### src/rtl/img_stream_pkg.sv
// Shared types and defaults for the greyscale pixel streaming path.
// Used by the frame streamer, its skid buffer and the edge-filter output stage.
package img_stream_pkg;

    localparam int DEF_PIXEL_W = 8;
    localparam int DEF_ROWS    = 242;
    localparam int DEF_COLS    = 247;

    typedef enum logic [1:0] {
        IDLE,
        FETCH,
        DRAIN,
        FIN
    } streamer_state_t;

    typedef struct packed {
        logic [DEF_PIXEL_W-1:0] data;
        logic                   sof;
        logic                   eol;
        logic                   eof;
    } pix_beat_t;

    // Index width that stays legal (>= 1 bit) for degenerate 1-entry ranges.
    function automatic int idx_width(input int n);
        return (n > 1) ? $clog2(n) : 1;
    endfunction

endpackage

### src/rtl/pixel_skid_fifo.sv
// Purpose: 2-entry buffer of pixel beats between a 1-cycle read pipe and a valid/ready stream.
// Latency: a push is visible at head on the cycle after it; head is read straight from storage.
// Backpressure: a push into a full buffer without a same-cycle pop is discarded; callers reserve space.
module pixel_skid_fifo
    import img_stream_pkg::*;
(
    input  logic       clk,
    input  logic       rst_n,
    input  logic       push,
    input  pix_beat_t  push_beat,
    input  logic       pop,
    output pix_beat_t  head,
    output logic [1:0] count
);

    pix_beat_t slot [2];
    logic      wr_ptr;
    logic      rd_ptr;
    logic      do_push;
    logic      do_pop;

    assign do_pop  = pop && (count != 2'd0);
    assign do_push = push && ((count != 2'd2) || do_pop);
    assign head    = slot[rd_ptr];

    always_ff @(posedge clk or negedge rst_n) begin
        if (!rst_n) begin
            slot[0] <= '0;
            slot[1] <= '0;
            wr_ptr  <= 1'b0;
            rd_ptr  <= 1'b0;
            count   <= 2'd0;
        end else begin
            if (do_push) begin
                slot[wr_ptr] <= push_beat;
                wr_ptr       <= ~wr_ptr;
            end
            if (do_pop) begin
                rd_ptr <= ~rd_ptr;
            end
            if (do_push && !do_pop) begin
                count <= count + 2'd1;
            end else if (do_pop && !do_push) begin
                count <= count - 2'd1;
            end
        end
    end

endmodule

### src/rtl/frame_pixel_streamer.sv
// Purpose: raster-order source reading a ROWS x COLS frame buffer onto a stream with sof/eol/eof markers.
// Latency: first m_valid two edges after the start-accepting edge; then 1 pixel/clk while m_ready=1.
// Backpressure: reads issue only while buffer plus in-flight room remains, so stalls never drop beats.
// Build option PIXEL_TEST_PATTERN_EN adds test_mode, streaming (row+col) instead of memory data.
module frame_pixel_streamer
    import img_stream_pkg::*;
#(
    parameter int ROWS    = DEF_ROWS,
    parameter int COLS    = DEF_COLS,
    parameter int PIXEL_W = DEF_PIXEL_W,
    parameter int ADDR_W  = idx_width(ROWS * COLS)
) (
    input  logic               clk,
    input  logic               rst_n,
    input  logic               start,
`ifdef PIXEL_TEST_PATTERN_EN
    input  logic               test_mode,
`endif
    output logic               busy,
    output logic               done,
    output logic               mem_rd_en,
    output logic [ADDR_W-1:0]  mem_addr,
    input  logic [PIXEL_W-1:0] mem_rd_data,
    output logic               m_valid,
    input  logic               m_ready,
    output logic [PIXEL_W-1:0] m_data,
    output logic               m_sof,
    output logic               m_eol,
    output logic               m_eof
);

    localparam int ROW_W = idx_width(ROWS);
    localparam int COL_W = idx_width(COLS);
    localparam logic [ROW_W-1:0] ROW_LAST = ROW_W'(ROWS - 1);
    localparam logic [COL_W-1:0] COL_LAST = COL_W'(COLS - 1);

    streamer_state_t   state;
    logic [ROW_W-1:0]  rd_row;
    logic [COL_W-1:0]  rd_col;
    logic [ADDR_W-1:0] rd_addr;
    logic              inf_vld;
    pix_beat_t         inf_beat;
    pix_beat_t         push_beat;
    pix_beat_t         head;
    logic [1:0]        fifo_count;
    logic [2:0]        load;
    logic              issue;
    logic              pop;
    logic              last_pix;
    logic              drained;
`ifdef PIXEL_TEST_PATTERN_EN
    logic              test_q;
`endif

    assign m_valid  = (fifo_count != 2'd0);
    assign pop      = m_valid && m_ready;
    // Slots still claimed once this cycle's pop retires; counting the pop keeps 1 pixel/clk.
    assign load     = 3'(fifo_count) + 3'(inf_vld) - 3'(pop);
    assign issue    = (state == FETCH) && (load < 3'd2);
    assign last_pix = (rd_row == ROW_LAST) && (rd_col == COL_LAST);
    assign drained  = !inf_vld && ((fifo_count == 2'd0) || ((fifo_count == 2'd1) && pop));

`ifdef PIXEL_TEST_PATTERN_EN
    assign mem_rd_en = issue && !test_q;
`else
    assign mem_rd_en = issue;
`endif
    assign mem_addr = rd_addr;

    always_comb begin
        push_beat = inf_beat;
`ifdef PIXEL_TEST_PATTERN_EN
        if (!test_q) begin
            push_beat.data = DEF_PIXEL_W'(mem_rd_data);
        end
`else
        push_beat.data = DEF_PIXEL_W'(mem_rd_data);
`endif
    end

    pixel_skid_fifo u_skid (
        .clk       (clk),
        .rst_n     (rst_n),
        .push      (inf_vld),
        .push_beat (push_beat),
        .pop       (pop),
        .head      (head),
        .count     (fifo_count)
    );

    assign m_data = m_valid ? PIXEL_W'(head.data) : '0;
    assign m_sof  = m_valid && head.sof;
    assign m_eol  = m_valid && head.eol;
    assign m_eof  = m_valid && head.eof;

    always_ff @(posedge clk or negedge rst_n) begin
        if (!rst_n) begin
            state    <= IDLE;
            busy     <= 1'b0;
            done     <= 1'b0;
            rd_row   <= '0;
            rd_col   <= '0;
            rd_addr  <= '0;
            inf_vld  <= 1'b0;
            inf_beat <= '0;
`ifdef PIXEL_TEST_PATTERN_EN
            test_q   <= 1'b0;
`endif
        end else begin
            done    <= 1'b0;
            inf_vld <= issue;
            // Markers are fixed at issue time and ride alongside the read to the buffer.
            if (issue) begin
                inf_beat.sof <= (rd_row == '0) && (rd_col == '0);
                inf_beat.eol <= (rd_col == COL_LAST);
                inf_beat.eof <= last_pix;
`ifdef PIXEL_TEST_PATTERN_EN
                inf_beat.data <= DEF_PIXEL_W'(rd_row) + DEF_PIXEL_W'(rd_col);
`endif
            end
            case (state)
                IDLE: begin
                    if (start) begin
                        state   <= FETCH;
                        busy    <= 1'b1;
                        rd_row  <= '0;
                        rd_col  <= '0;
                        rd_addr <= '0;
`ifdef PIXEL_TEST_PATTERN_EN
                        test_q  <= test_mode;
`endif
                    end
                end
                FETCH: begin
                    if (issue) begin
                        rd_addr <= rd_addr + ADDR_W'(1);
                        if (rd_col == COL_LAST) begin
                            rd_col <= '0;
                            rd_row <= rd_row + ROW_W'(1);
                        end else begin
                            rd_col <= rd_col + COL_W'(1);
                        end
                        if (last_pix) begin
                            state <= DRAIN;
                        end
                    end
                end
                DRAIN: begin
                    if (drained) begin
                        state <= FIN;
                        busy  <= 1'b0;
                        done  <= 1'b1;
                    end
                end
                FIN: begin
                    state <= IDLE;
                end
                default: begin
                    state <= IDLE;
                end
            endcase
        end
    end

endmodule

### config.mk
export PLATFORM = sky130hd
export DESIGN_NAME = frame_pixel_streamer
export DESIGN_NICKNAME = d
export VERILOG_FILES = /design/src/rtl/img_stream_pkg.sv /design/src/rtl/pixel_skid_fifo.sv /design/src/rtl/frame_pixel_streamer.sv
export SDC_FILE = /design/constraint.sdc
export NUM_CORES = 1
export LEC_CHECK = 0
export ABC_AREA = 1
export CAP_MARGIN = 10
export CORE_UTILIZATION = 55
export DETAILED_ROUTE_END_ITERATION = 16
export GPL_ROUTABILITY_DRIVEN = 1
export MAX_ROUTING_LAYER = met4
export PLACE_DENSITY = 0.8
export SLEW_MARGIN = 20
export SYNTH_ARGS = -nofsm -noshare
export SYNTH_HDL_FRONTEND = slang
export SYNTH_SLANG_ARGS = --single-unit
### constraint.sdc
create_clock -name clk -period 3.5 [get_ports clk]
set_clock_uncertainty 0.05 [all_clocks]
set_input_delay 0.7 -clock clk [delete_from_list [all_inputs] [get_ports clk]]
set_output_delay 0.7 -clock clk [all_outputs]
set_load 0.01 [all_outputs]
# Yosys cells after proc, flatten, opt, wreduce, memory -nomap -nowiden
# Index checks and enable logic that the tools add are counted.
classes:
  bitwise: 4
  eq_ne: 12
  add_sub_neg: 7
  n_mux: 29
  n_reduce_logical: 31
  order_cmp: 4
op_table:
  columns: ["op", "n"]
  rows:
  - ["two-way mux 8 bit", 6]
  - ["two-way mux 11 bit", 4]
  - ["two-way mux 16 bit", 2]
  - ["one-hot mux 16 bit (2 select lines)", 1]
  - ["one-hot mux 8 bit (2 select lines)", 2]
  - ["bitwise mux 22 bit", 1]
  - ["adder 16 x 1 -> 16 bit (second input constant)", 1]
  - ["adder 8 x 1 -> 8 bit (second input constant)", 2]
  - ["== test 8 bit (second input constant)", 2]
  - ["zero test 8 bit", 2]
  - ["logical AND 1 bit", 14]
  - ["two-way mux 2 bit", 6]
  - ["demux 11 bit (select 1 bit)", 1]
  - ["inequality test 2 bit (second input constant)", 5]
  - ["one-hot mux 2 bit (4 select lines)", 1]
  - ["AND reduction 4 bit", 2]
  - ["nonzero test 2 bit", 4]
  - ["AND reduction 3 bit", 2]
  - ["== test 2 x 1 -> 1 bit (second input constant)", 2]
  - ["== test 2 bit (second input constant)", 2]
  - [">= comparator 2 bit (second input constant)", 2]
  - ["zero test 2 bit", 2]
  - ["two-way mux 1 bit", 4]
  - ["NOT 1 -> 2 bit", 2]
  - ["11 further kinds", 15]
word_totals:
  register_bits: 66
  output_inout_bits: 31

# Logic depth before layout (Yosys ltp)
logic_depth:
  word_depth: 9
  depth_mapped: 18
  ltp_nobuf: 17

# Modules after synthesis
# Synthesis repeated with hierarchy kept, for this count alone.
hier_totals:
  cells_unflattened: 540
  area_unflattened_um2: 4027.6
by_module_without_submodules:
  columns: ["module", "cells_per_inst", "seq_area_each_um2", "area_per_inst_um2", "instances"]
  rows:
  - ["frame_pixel_streamer", 380, 1001.0, 2727.6, 1]
  - ["pixel_skid_fifo", 160, 650.6, 1300.0, 1]

# Least setup slack after synthesis
# Ideal clock, no wire load.
synth_timing:
  path_kind: "register -> output"
  start: "register u_skid.count[1]"
  end: "output port mem_rd_en"
  arrival_ps: 2201
  slack_ps: 549
  path_buffers: 0
  required_ps: 2750
  stages_incl_launch_ff: 11
  cell_sequence: "dfrtp_1 inv_2 ha_1 inv_2 nand2_4 inv_1 ha_1 or2_2 fa_1 nand3_1 nor2_2"
synth_via:
  elab_chain_len: 5
  word_cells_on_any_way: 6
  cone_classes: "2 x add/sub; 1 x order compare; 3 x reduce/logical"
synth_rtl:
  columns: ["item", "line_no", "text"]
  rows:
  - ["start: declaration", "pixel_skid_fifo.sv:13", "output logic [1:0] count"]
  - ["start signal: assignment", "pixel_skid_fifo.sv:42", "count <= count + 2'd1;"]
  - ["start signal: assignment", "pixel_skid_fifo.sv:44", "count <= count - 2'd1;"]
  - ["branches (longest 2 deep; another with adder 2 x 1 -> 3 bit)", null, null]
  - ["subtractor 3 x 1 -> 3 bit *", "frame_pixel_streamer.sv:58", "assign load = 3'(fifo_count) + 3'(inf_vld) - 3'(pop);"]
  - ["< comparator 3 x 2 -> 1 bit *", "frame_pixel_streamer.sv:59", "assign issue = (state == FETCH) && (load < 3'd2);"]
  - ["logical AND 1 bit *", "frame_pixel_streamer.sv:59", null]
  - ["end: declaration", "frame_pixel_streamer.sv:21", "output logic mem_rd_en,"]
# Every way passes the cells marked *.

# Worst setup path in the final report
# Ends and elaborated chain as after synthesis.

==> metrics.csv <==
stage,metric,value,unit
run_status,status,"complete, no violations",
routing,WL final,8710,µm
routing,vias after detailed routing,3551,
clocking,"Clk Latency, worst-skew pair",350,ps
sta,fin crit period,3420,ps
setup_path,FF-to-FF Start,u_skid.count[1],
setup_path,"Critical Path, Cell by Cell",inv_2 -> ha_1 -> inv_2 -> nand2_4 -> inv_1 -> ha_1 -> or2_2 -> fa_2 -> nand3_4 -> nor2_4 -> buf_2,
synth,Synthesized Nets,551,
clocking,CTS max path bufs,2,
setup_path,Crit-path slowest cell,fa_2,
setup_path,Bufs and invs on worst path,4,
die,core area,6830,µm²
setup_path,cell count of the worst reg-to-reg path,13,
die,# IOs,43,
die,FP Rows,30,
power,P_leak,2.25,nW
global_routing,largest net degree at the start of global routing,52,
clocking,H-tree Lvls,3,
die,die height,86.1,µm
sta,setup TNS,0,ps
synth,YS warnings,0,
global_routing,GRT Resource Usage Total,26.3,%
finish,Nets,605,
setup_path,Critical Path Stages,11,
routing,"antenna viol nets, final",0,
routing,DR DRC count,0,
clocking,root buffer cell,clkbuf_8,
global_routing,first-pass GRT wire length,14800,µm
setup_path,Worst Path Required,2750,ps
clocking,Clock Sinks,66,
job,max_cap viols,0,
sta,endpoints failing hold,0,
sta,actual slew at the worst max-slew pin,1020,ps
routing,drt first-iter violations,240,
sta,Slew Limit Fails,0,
synth,"Distinct cells, synth",32,
synth,Mapped Avg Cell Area,7.44,µm²
die,Initial Util,57.0,%
setup_path,Worst Path Arrival,2670,ps
setup_path,critical path launch point type,flip-flop,
finish,fillcell total,590,
sta,Worst slew margin,32.3,%
placement,hpwl dp,5990,µm
synth,synthesized flop and latch total,66,
routing,First-pass DRT Iterations,5,
sta,f_max,0.293,GHz
die,die area,7420,µm²
finish,ant diodes,0,
synth,synthesized instance count,523,
synth,sequential share of the synthesized area,42.4,%
setup_path,CP Capture Type,primary output,
die,chip width,86.1,µm
synth,Synth Cell Area,3890,µm²
power,power per cell area,781,nW/µm²
sta,period utilisation layout,97.6,%
placement,IO buf count,42,
clocking,total CTS buffers,9,
sta,endpoints failing setup,0,
clocking,CTS tree,done,
clocking,# hold bufs at CTS,0,
setup_path,largest fanout on the critical path,3,
setup_path,crit path launch,u_skid.count[1],
finish,synthesis-to-finish area growth,20.3,%
global_routing,grt ovf,0,
finish,fraction of layout cells with a size suffix above 1,11.9,%
setup_path,Crit Path Class,flip-flop to primary output,
clocking,Worst-path clk slew,80,ps
setup_path,Crit path largest cell delay,580,ps
power,Pwr Total,0.00366,W
power,Worst VDD drop,376,µV
routing,WL per Instance,12.8,µm
routing,Vias per Instance,5.24,
global_routing,vias in the first global route,3295,
placement,final estimated routing congestion in global placement,0.858,
hold_path,Worst Hold Class,input pin to async pin,
global_routing,initial antenna violation count,0,
setup_path,Crit path max-delay family,adder cells,
==> final timing paths <==
path | slack (ps) | endpoint
max in group asynchronous | 2470 | rd_col[0]
max | 80 | mem_rd_en
min reg2reg | 430 | u_skid.slot[18]
min | 320 | busy
min in group clk | 430 | u_skid.slot[18]
max reg2reg | 440 | rd_col[4]
==> stage by stage <==
| stage | cells | instance area, µm² | util, % | hold WS, ps | worst slack [ps] |
|---|---|---|---|---|---|
| finish | 678 | 4680 | 68.6 | 318 | 84.1 |
| detailed placement | 661 | 4440 | 64.9 | 413 | -533 |
| global route | 678 | 4680 | 68.6 | 374 | -16.1 |
| CTS | 678 | 4670 | 68.4 | 353 | 32.2 |
| global placement | 661 | 4430 | 64.9 | 409 | -519 |
| floorplan | 523 | 3890 | - | 354 | 549 |
==> cell families (layout without fill, tap and decap cells) <==
family	count (synthesis)	count (layout)	share of synthesized area, %
AND/OR/NAND/NOR	290	290	31.7
AO/OA/AOI/OAI	63	63	9.93
adder cells (fa/ha/maj)	16	16	5.34
flip-flops	66	66	42.4
buffers and inverters	81	140	9.00
XOR/XNOR	7	7	1.58
==> timing repair <==
item	4_1_cts	5_1_grt
setup endpoints to repair	1	1
gates cloned	0	0
setup buffers	1	0
resized for setup	7	2
pin swaps	3	1
==> cell type report <==
class / instances / area [µm²] / area share, %
inverters: 67 / 251 / 5.37
well taps: 96 / 120 / 2.56
multi-input cells: 376 / 1910 / 40.8
clock inverters: 6 / 88.8 / 1.90
clock buffers: 10 / 138 / 2.94
flip-flops and latches: 66 / 1650 / 35.3
repair buffers: 57 / 524 / 11.2
==> flip-flops by register name, summed over array words and instances, names as in the netlist <==
register       count
busy               1
done               1
inf_beat           3
inf_vld            1
mem_addr          16
rd_col             8
rd_row             8
state              2
u_skid.count       2
u_skid.rd_ptr      1
u_skid.slot       22
u_skid.wr_ptr      1
==> synth_stat cells, drive strengths merged <==
master	number	area [µm²]
nor4	1	6.26
o21ai	56	333
a21oi	4	31.3
nand2	169	657
inv	67	251
dfrtp	66	1650
nor2	66	263
nor3	1	5.00
ha	15	188
xor2	4	35.0
nand3	32	170
xnor2	3	26.3
o21bai	3	22.5
nand4	16	100
or2	3	18.8
buf	8	76.3
fa	1	20.0
nand3b	1	7.51
clkbuf	6	22.5
nor3b	1	7.51
==> where the power goes <==
part | total, W | switching (W) | internal (W)
clock network | 0.000735 | 0.000313 | 0.000422
logic | 0.00184 | 0.00110 | 0.000737
registers | 0.00109 | 0.000133 | 0.000955
total | 0.00366 | 0.00154 | 0.00211
==> layer usage <==
metal / vias to the layer above / global-route usage [%] / part of all wire, %
met5: - / - / 0
met4: 0 / 9.09 / 0.98
met3: 10 / 4.04 / 5.1
met2: 114 / 42.6 / 48
met1: 1672 / 33.6 / 46
li1: 1755 / - / -
==> placed cells by master (no fill, tap or decap), drive strengths merged, types with 2 or more instances in the layout <==
master,synthesis,routed
nand3,32,32
nand4,16,16
clkbuf,6,10
clkinvlp,0,2
xnor2,3,3
ha,15,15
dfrtp,66,66
a21oi,4,4
o21bai,3,3
inv,67,68
o21ai,56,56
buf,8,17
nand2,169,169
or2,3,3
xor2,4,4
clkdlybuf4s50,0,39
nor2,66,66
bufinv,0,2
Power figures use the tool's default switching activity.
